[src/rtl/td4_core_pkg.sv]
// rtl/td4_core_pkg.sv - TD4 opcode macros, widths and architectural state record
`ifndef TD4_DEFINE_OPCODE
`define TD4_DEFINE_OPCODE
`define OP_ADD_A  4'b0000
`define OP_MOV_AB 4'b0001
`define OP_IN_A   4'b0010
`define OP_MOV_AI 4'b0011
`define OP_MOV_BA 4'b0100
`define OP_ADD_B  4'b0101
`define OP_IN_B   4'b0110
`define OP_MOV_BI 4'b0111
`define OP_OUT_B  4'b1001
`define OP_OUT_I  4'b1011
`define OP_JNC    4'b1110
`define OP_JMP    4'b1111
`endif

package td4_core_pkg;

    localparam int DATA_W = 4;
    localparam int ADDR_W = 4;
    localparam int INSN_W = 8;

    typedef struct packed {
        logic [DATA_W-1:0] a;
        logic [DATA_W-1:0] b;
        logic [DATA_W-1:0] out_q;
        logic [ADDR_W-1:0] pc;
        logic              c;
    } td4_state_t;

endpackage

[src/rtl/td4_alu.sv]
// rtl/td4_alu.sv - combinational 4-bit adder producing {carry, sum}
module td4_alu
    import td4_core_pkg::*;
(
    input  logic [DATA_W-1:0] operand,
    input  logic [DATA_W-1:0] imm,
    output logic [DATA_W-1:0] sum,
    output logic              carry
);

    assign {carry, sum} = {1'b0, operand} + {1'b0, imm};

endmodule

[src/rtl/td4_core.sv]
// rtl/td4_core.sv - single-cycle TD4 execution core fetching from a combinational ROM
module td4_core
    import td4_core_pkg::*;
(
    input  logic              clk,
    input  logic              rst_n,
    input  logic              en,
    output logic [ADDR_W-1:0] rom_addr,
    input  logic [INSN_W-1:0] rom_data,
    input  logic [DATA_W-1:0] in_port,
    output logic [DATA_W-1:0] out_port,
    output logic              carry,
    output logic [DATA_W-1:0] reg_a,
    output logic [DATA_W-1:0] reg_b
);

    td4_state_t        st;
    td4_state_t        nxt;
    logic [3:0]        opcode;
    logic [DATA_W-1:0] imm;
    logic [DATA_W-1:0] alu_operand;
    logic [DATA_W-1:0] alu_sum;
    logic              alu_carry;

    assign opcode      = rom_data[7:4];
    assign imm         = rom_data[3:0];
    assign alu_operand = (opcode == `OP_ADD_B) ? st.b : st.a;

    td4_alu u_alu (
        .operand (alu_operand),
        .imm     (imm),
        .sum     (alu_sum),
        .carry   (alu_carry)
    );

    // Every instruction rewrites carry; unknown or X opcodes fall to the NOP default.
    always_comb begin
        nxt    = st;
        nxt.pc = st.pc + 4'd1;
        nxt.c  = 1'b0;
        case (opcode)
            `OP_ADD_A:  begin nxt.a = alu_sum; nxt.c = alu_carry; end
            `OP_MOV_AB: nxt.a = st.b;
            `OP_IN_A:   nxt.a = in_port;
            `OP_MOV_AI: nxt.a = imm;
            `OP_MOV_BA: nxt.b = st.a;
            `OP_ADD_B:  begin nxt.b = alu_sum; nxt.c = alu_carry; end
            `OP_IN_B:   nxt.b = in_port;
            `OP_MOV_BI: nxt.b = imm;
            `OP_OUT_B:  nxt.out_q = st.b;
            `OP_OUT_I:  nxt.out_q = imm;
            `OP_JNC:    if (!st.c) nxt.pc = imm;
            `OP_JMP:    nxt.pc = imm;
            default:    ;
        endcase
    end

    always_ff @(posedge clk or negedge rst_n) begin
        if (!rst_n) begin
            st <= '0;
        end else if (en) begin
            st <= nxt;
        end
    end

    assign rom_addr = st.pc;
    assign out_port = st.out_q;
    assign carry    = st.c;
    assign reg_a    = st.a;
    assign reg_b    = st.b;

endmodule

[config.mk]
export PLATFORM = sky130hd
export DESIGN_NAME = td4_core
export DESIGN_NICKNAME = d
export VERILOG_FILES = /design/src/rtl/td4_core_pkg.sv /design/src/rtl/td4_alu.sv /design/src/rtl/td4_core.sv
export SDC_FILE = /design/constraint.sdc
export NUM_CORES = 1
export LEC_CHECK = 0
export ABC_CLOCK_PERIOD_IN_PS = 2200
export CAP_MARGIN = 10
export CELL_PAD_IN_SITES_DETAIL_PLACEMENT = 0
export CELL_PAD_IN_SITES_GLOBAL_PLACEMENT = 1
export CORE_MARGIN = 3
export CORE_UTILIZATION = 36
export CTS_CLUSTER_SIZE = 40
export DETAILED_ROUTE_END_ITERATION = 6
export GPL_TIMING_DRIVEN = 1
export PLACE_DENSITY_LB_ADDON = 0.05
export SETUP_SLACK_MARGIN = 0.05
export SYNTH_ARGS = -nofsm -noshare
export SYNTH_HDL_FRONTEND = slang
export SYNTH_SLANG_ARGS = --single-unit
[constraint.sdc]
create_clock -name clk -period 2.2 [get_ports clk]
set_input_delay 0.22 -clock clk [delete_from_list [all_inputs] [get_ports clk]]
set_output_delay 0.22 -clock clk [all_outputs]
set_load 0.01 [all_outputs]
* Word level (Yosys, flattened, before mapping)
Index checks and enable logic that the tools add are counted.
** Word-level totals
- Flip-flop bits (word level) :: 17
- Bits of input ports :: 15
- Output and inout bits :: 17
** Operators by class
- $add $sub $neg :: 2
- Equal/unequal tests :: 11
- Mux-type cells :: 7
- Reduce and logical (&&, ||, !) cells :: 8
** Operators with widths (number)
- case mux 4 bit (4 select lines) :: 2
- == test 4 x 3 -> 1 bit (second input constant) :: 4
- == test 4 bit (second input constant) :: 4
- case mux 4 bit (2 select lines) :: 2
- == test 4 x 2 -> 1 bit (second input constant) :: 2
- 2-to-1 mux 4 bit :: 2
- nonzero test 4 bit :: 2
- AND reduction 2 bit :: 3
- adder 4 x 4 -> 5 bit :: 1
- adder 4 x 1 -> 4 bit (second input constant) :: 1
- == test 4 x 1 -> 1 bit (second input constant) :: 1
- zero test 4 bit :: 1
- nonzero test 2 bit :: 1
- OR reduction 2 bit :: 1
- 2-to-1 mux 1 bit :: 1

* Logic depth before layout (Yosys ltp)
Gate-level depths: netlist (run 1).
- Word-level depth :: 4
- Depth in mapped cells :: 10
- Mapped depth without buffers :: 10

* Cells and area by module
A second synthesis (run 1) with hierarchy kept.
** Unflattened totals
- Cells, all modules :: 141
- Area, all modules :: 1317.5 µm²
** Modules (own cells, without submodules)
- td4_core :: times used 1, cells an instance 125, area each 1181.1 µm²
- td4_alu :: times used 1, cells an instance 16, area each 136.4 µm²

* Least setup slack after synthesis (run 1)
Ideal clock, no wire load.
- Path type :: in2reg
- Start :: input rom_data[5]
- End :: register st, in the netlist reg_b[1]
- Library setup time :: 83 ps
- Data arrival time :: 2139 ps
- Slack :: -22 ps
- Stages on the path :: 9
- Cells stage by stage :: buf_4 nor4b_4 mux2_2 ha_1 inv_1 fa_1 o211ai_1 o21ai_0 o21ai_0
** On the way
- Word-level cells in the longest chain between the ends :: 4
- Elaborated cells on any way between the ends :: 9
- Those cells by class :: 1 x add/sub; 4 x eq/ne; 2 x mux; 2 x reduce/logical
** Ends and longest elaborated chain
- start: declaration :: line td4_core.sv:9 : input logic [INSN_W-1:0] rom_data,
- == test 4 x 3 -> 1 bit :: line td4_core.sv:41 : case (opcode)
- 2-to-1 mux 4 bit :: line td4_core.sv:27 : assign alu_operand = (opcode == `OP_ADD_B) ? st.b : st.a;
- adder 4 x 4 -> 5 bit :: line td4_alu.sv:11 : assign {carry, sum} = {1'b0, operand} + {1'b0, imm};
- case mux 4 bit (4 select lines) :: line td4_core.sv:41
- end signal: assignment :: line td4_core.sv:62 : st <= nxt;
- end: declaration :: line td4_core.sv:17 : td4_state_t st;
Several ways; a longest one is shown, not always the timed one.
A chain may end at the register's enable or synchronous reset.

* Worst setup path in the final report (run 1)
Ends and elaborated chain as after synthesis.

==> results of run 1 <==
## power by group
group          switching (mW)  internal [mW]  total (mW)
clock network           0.103         0.0704       0.173
logic                   0.255          0.337       0.593
registers              0.0738          0.391       0.465
## how the worst max path moves through the flow
stage	start	end	slack, ps	cells after the start
floorplan	rom_data[5]	reg_a[1]	30	9
global placement	rom_data[5]	reg_a[3]	-470	10
detailed placement	rom_data[5]	reg_a[3]	-480	10
CTS	rom_data[4]	reg_a[3]	180	11
global route	rom_data[5]	reg_b[2]	40	9
finish	rom_data[5]	reg_b[1]	190	9
## cell usage in the layout, fill, tap and decap left out, drive strengths merged, types with 4 or more instances in the layout
| master | n |
|---|---|
| clkdlybuf4s50 | 27 |
| o21ai | 18 |
| nand2 | 17 |
| dfrtp | 17 |
| buf | 14 |
| mux2i | 8 |
| inv | 7 |
| a21oi | 6 |
| mux2 | 5 |
| ha | 5 |
| nor2 | 4 |
| dlygate4sd2 | 4 |
| clkbuf | 4 |
## repair_timing
action | 4_1_cts | 5_1_grt
endpoints found under the hold margin | 0 | 0
cloned | 0 | 0
buffers inserted | 2 | 0
hold buffers | 0 | 0
endpoints found under the setup margin | 8 | 4
gates resized for setup | 8 | 5
pin swaps | 3 | 1
## worst max-delay path, cell delays in order
cell and delay [ps]:
dlygate4sd2_1 270, nor4b_4 350, mux2_4 350, ha_4 160, inv_1 70, fa_2 440, o211ai_1 160, o21ai_1 90
o21ai_1 130
## metrics by stage
step	std cells	power, mW
6_report	216	1.23
5_1_grt	216	1.34
4_1_cts	216	1.24
3_5_place_dp	210	1.05
3_3_place_gp	210	1.03
2_1_floorplan	130	0.759
## flip-flops by register name, indices dropped and copies added, names as in the netlist
signal and count:
reg_a 4, out_port 4, reg_b 4, carry 1, rom_addr 4
## kinds of logic after synthesis
kind of cell    share of synthesized area, %
compound gates                          21.7
simple gates                            17.0
flops                                   34.3
buf+inv                                 6.15
mux                                     12.8
fa+ha+maj                               6.65
xor+xnor                                1.41
## routing by layer
layer | part of all wire (%) | global-route usage (%)
met3 | 3.1 | 2.08
met1 | 49 | 23.3
met4 | 0.47 | 5.01
met5 | 0 | 0
met2 | 48 | 27.5
## final cells by class
| class | instances | share of cell area [%] |
|---|---|---|
| multi-input cells | 99 | 45.3 |
| well taps | 44 | 3.19 |
| inverters | 7 | 1.52 |
| repair buffers | 45 | 23.8 |
| flip-flops and latches | 17 | 24.7 |
| clock buffers | 4 | 1.52 |
==> run metrics, run 1 <==
outcome=finished clean; n_diodes=0; nets@finish=194; setup TNS=0 ps; Port-buffer cells=31; RR Endpoint=reg_b[1]; CP required=2420 ps; DR vias/cell=5.06; Yosys reg bits=17; CORE AREA=3180 um2; dpl hpwl=2420 um; PnR worst setup slack=195 ps; WHS=246 ps; CTS tree=built; DP Worst Slack=-482 ps; Finished Core Util=54.3%; final clock skew=7.98 ps; critical path peak fanout=3; min-delay worst type=in -> async; top cell type's share of synthesized area=34.3%; Die ar.=4190 um2; Hold Vio Cnt, Final=0; ranking of synthesized cells by area=dfrtp_1, o21ai_0, mux2i_1; placed instance area=1660 um2; wire per inst=14.8 um; via count=1094; crit end category=register; YS warnings=0; Post-synth EDFFs=0; FF-to-FF path depth=7; row cnt=20; first-pass GRT wire length=5430 um; FMAX=499 MHz; net count after synthesis=151; largest net degree at the start of global routing=25; Clock Tree Root=clkbuf_4; gr ovfl total=0; CTS sink count=17; Num CTS Buffers=3; Slew headroom=72.2%; start of the worst register-to-register path=reg_a[0]; Tot GR Track Use=16.9%; post-synthesis cell type count=40; Tmin final=2010 ps; Post-Syn Instances=130; worst-margin pin slew=412 ps; Synth Flop Type=dfrtp_1; multi-input logic area=782 um2; Die W=64.7 um; sequential cell area=425 um2; antenna violations before repair=0; RSZ-0062 raised after global routing=true; vias in the first global route=1125; RePlAce Congestion=0.837; Yosys top cell by area=dfrtp_1; maximum VDD drop=389 uV; post-route DRC violation count=0; CP Class=in -> reg; Reg clk slew, reported paths=110 ps; FFs w/ async S/R, synth=100%; syn avg cell area=9.55 um2; worst skew pair latency=290 ps; Seq/Total Area, Yosys=34.3%; Area Overhead vs Synth=39.0%; Die H=64.7 um; PwrDens=713 nW/um2; Static Leak=0.742 nW; CTS Buffer Depth=2; Post-Route WL=3200 um; num ports=32; layout filler cell count=309; crit path DAT=2230 ps; # setup viols final=0; Initial Util=39.1%; layout cell share with drive strength beyond 1=20.3%; Startpoint Class=primary input; setup slack, reg-to-reg=370 ps; design area=1730 um2; post-route ant nets=0; Slew Limit Fails=0; first-pass iteration count of the detailed router=4; period utilization=91.2%; top cells by count, synth=dfrtp_1, nand2_1, o21ai_0; H-tree levels=1; mapped cell area=1240 um2; DR iter-0 viols=72; Max-Cap Viols=0
Note: power is estimated with default switching activity, not from simulation.
==> run 2: changes to the inputs <==
CAP_MARGIN = 20   (was 10)
==> results of run 2 <==
The final DEF is identical to that of run 1; final timing and power are the same.
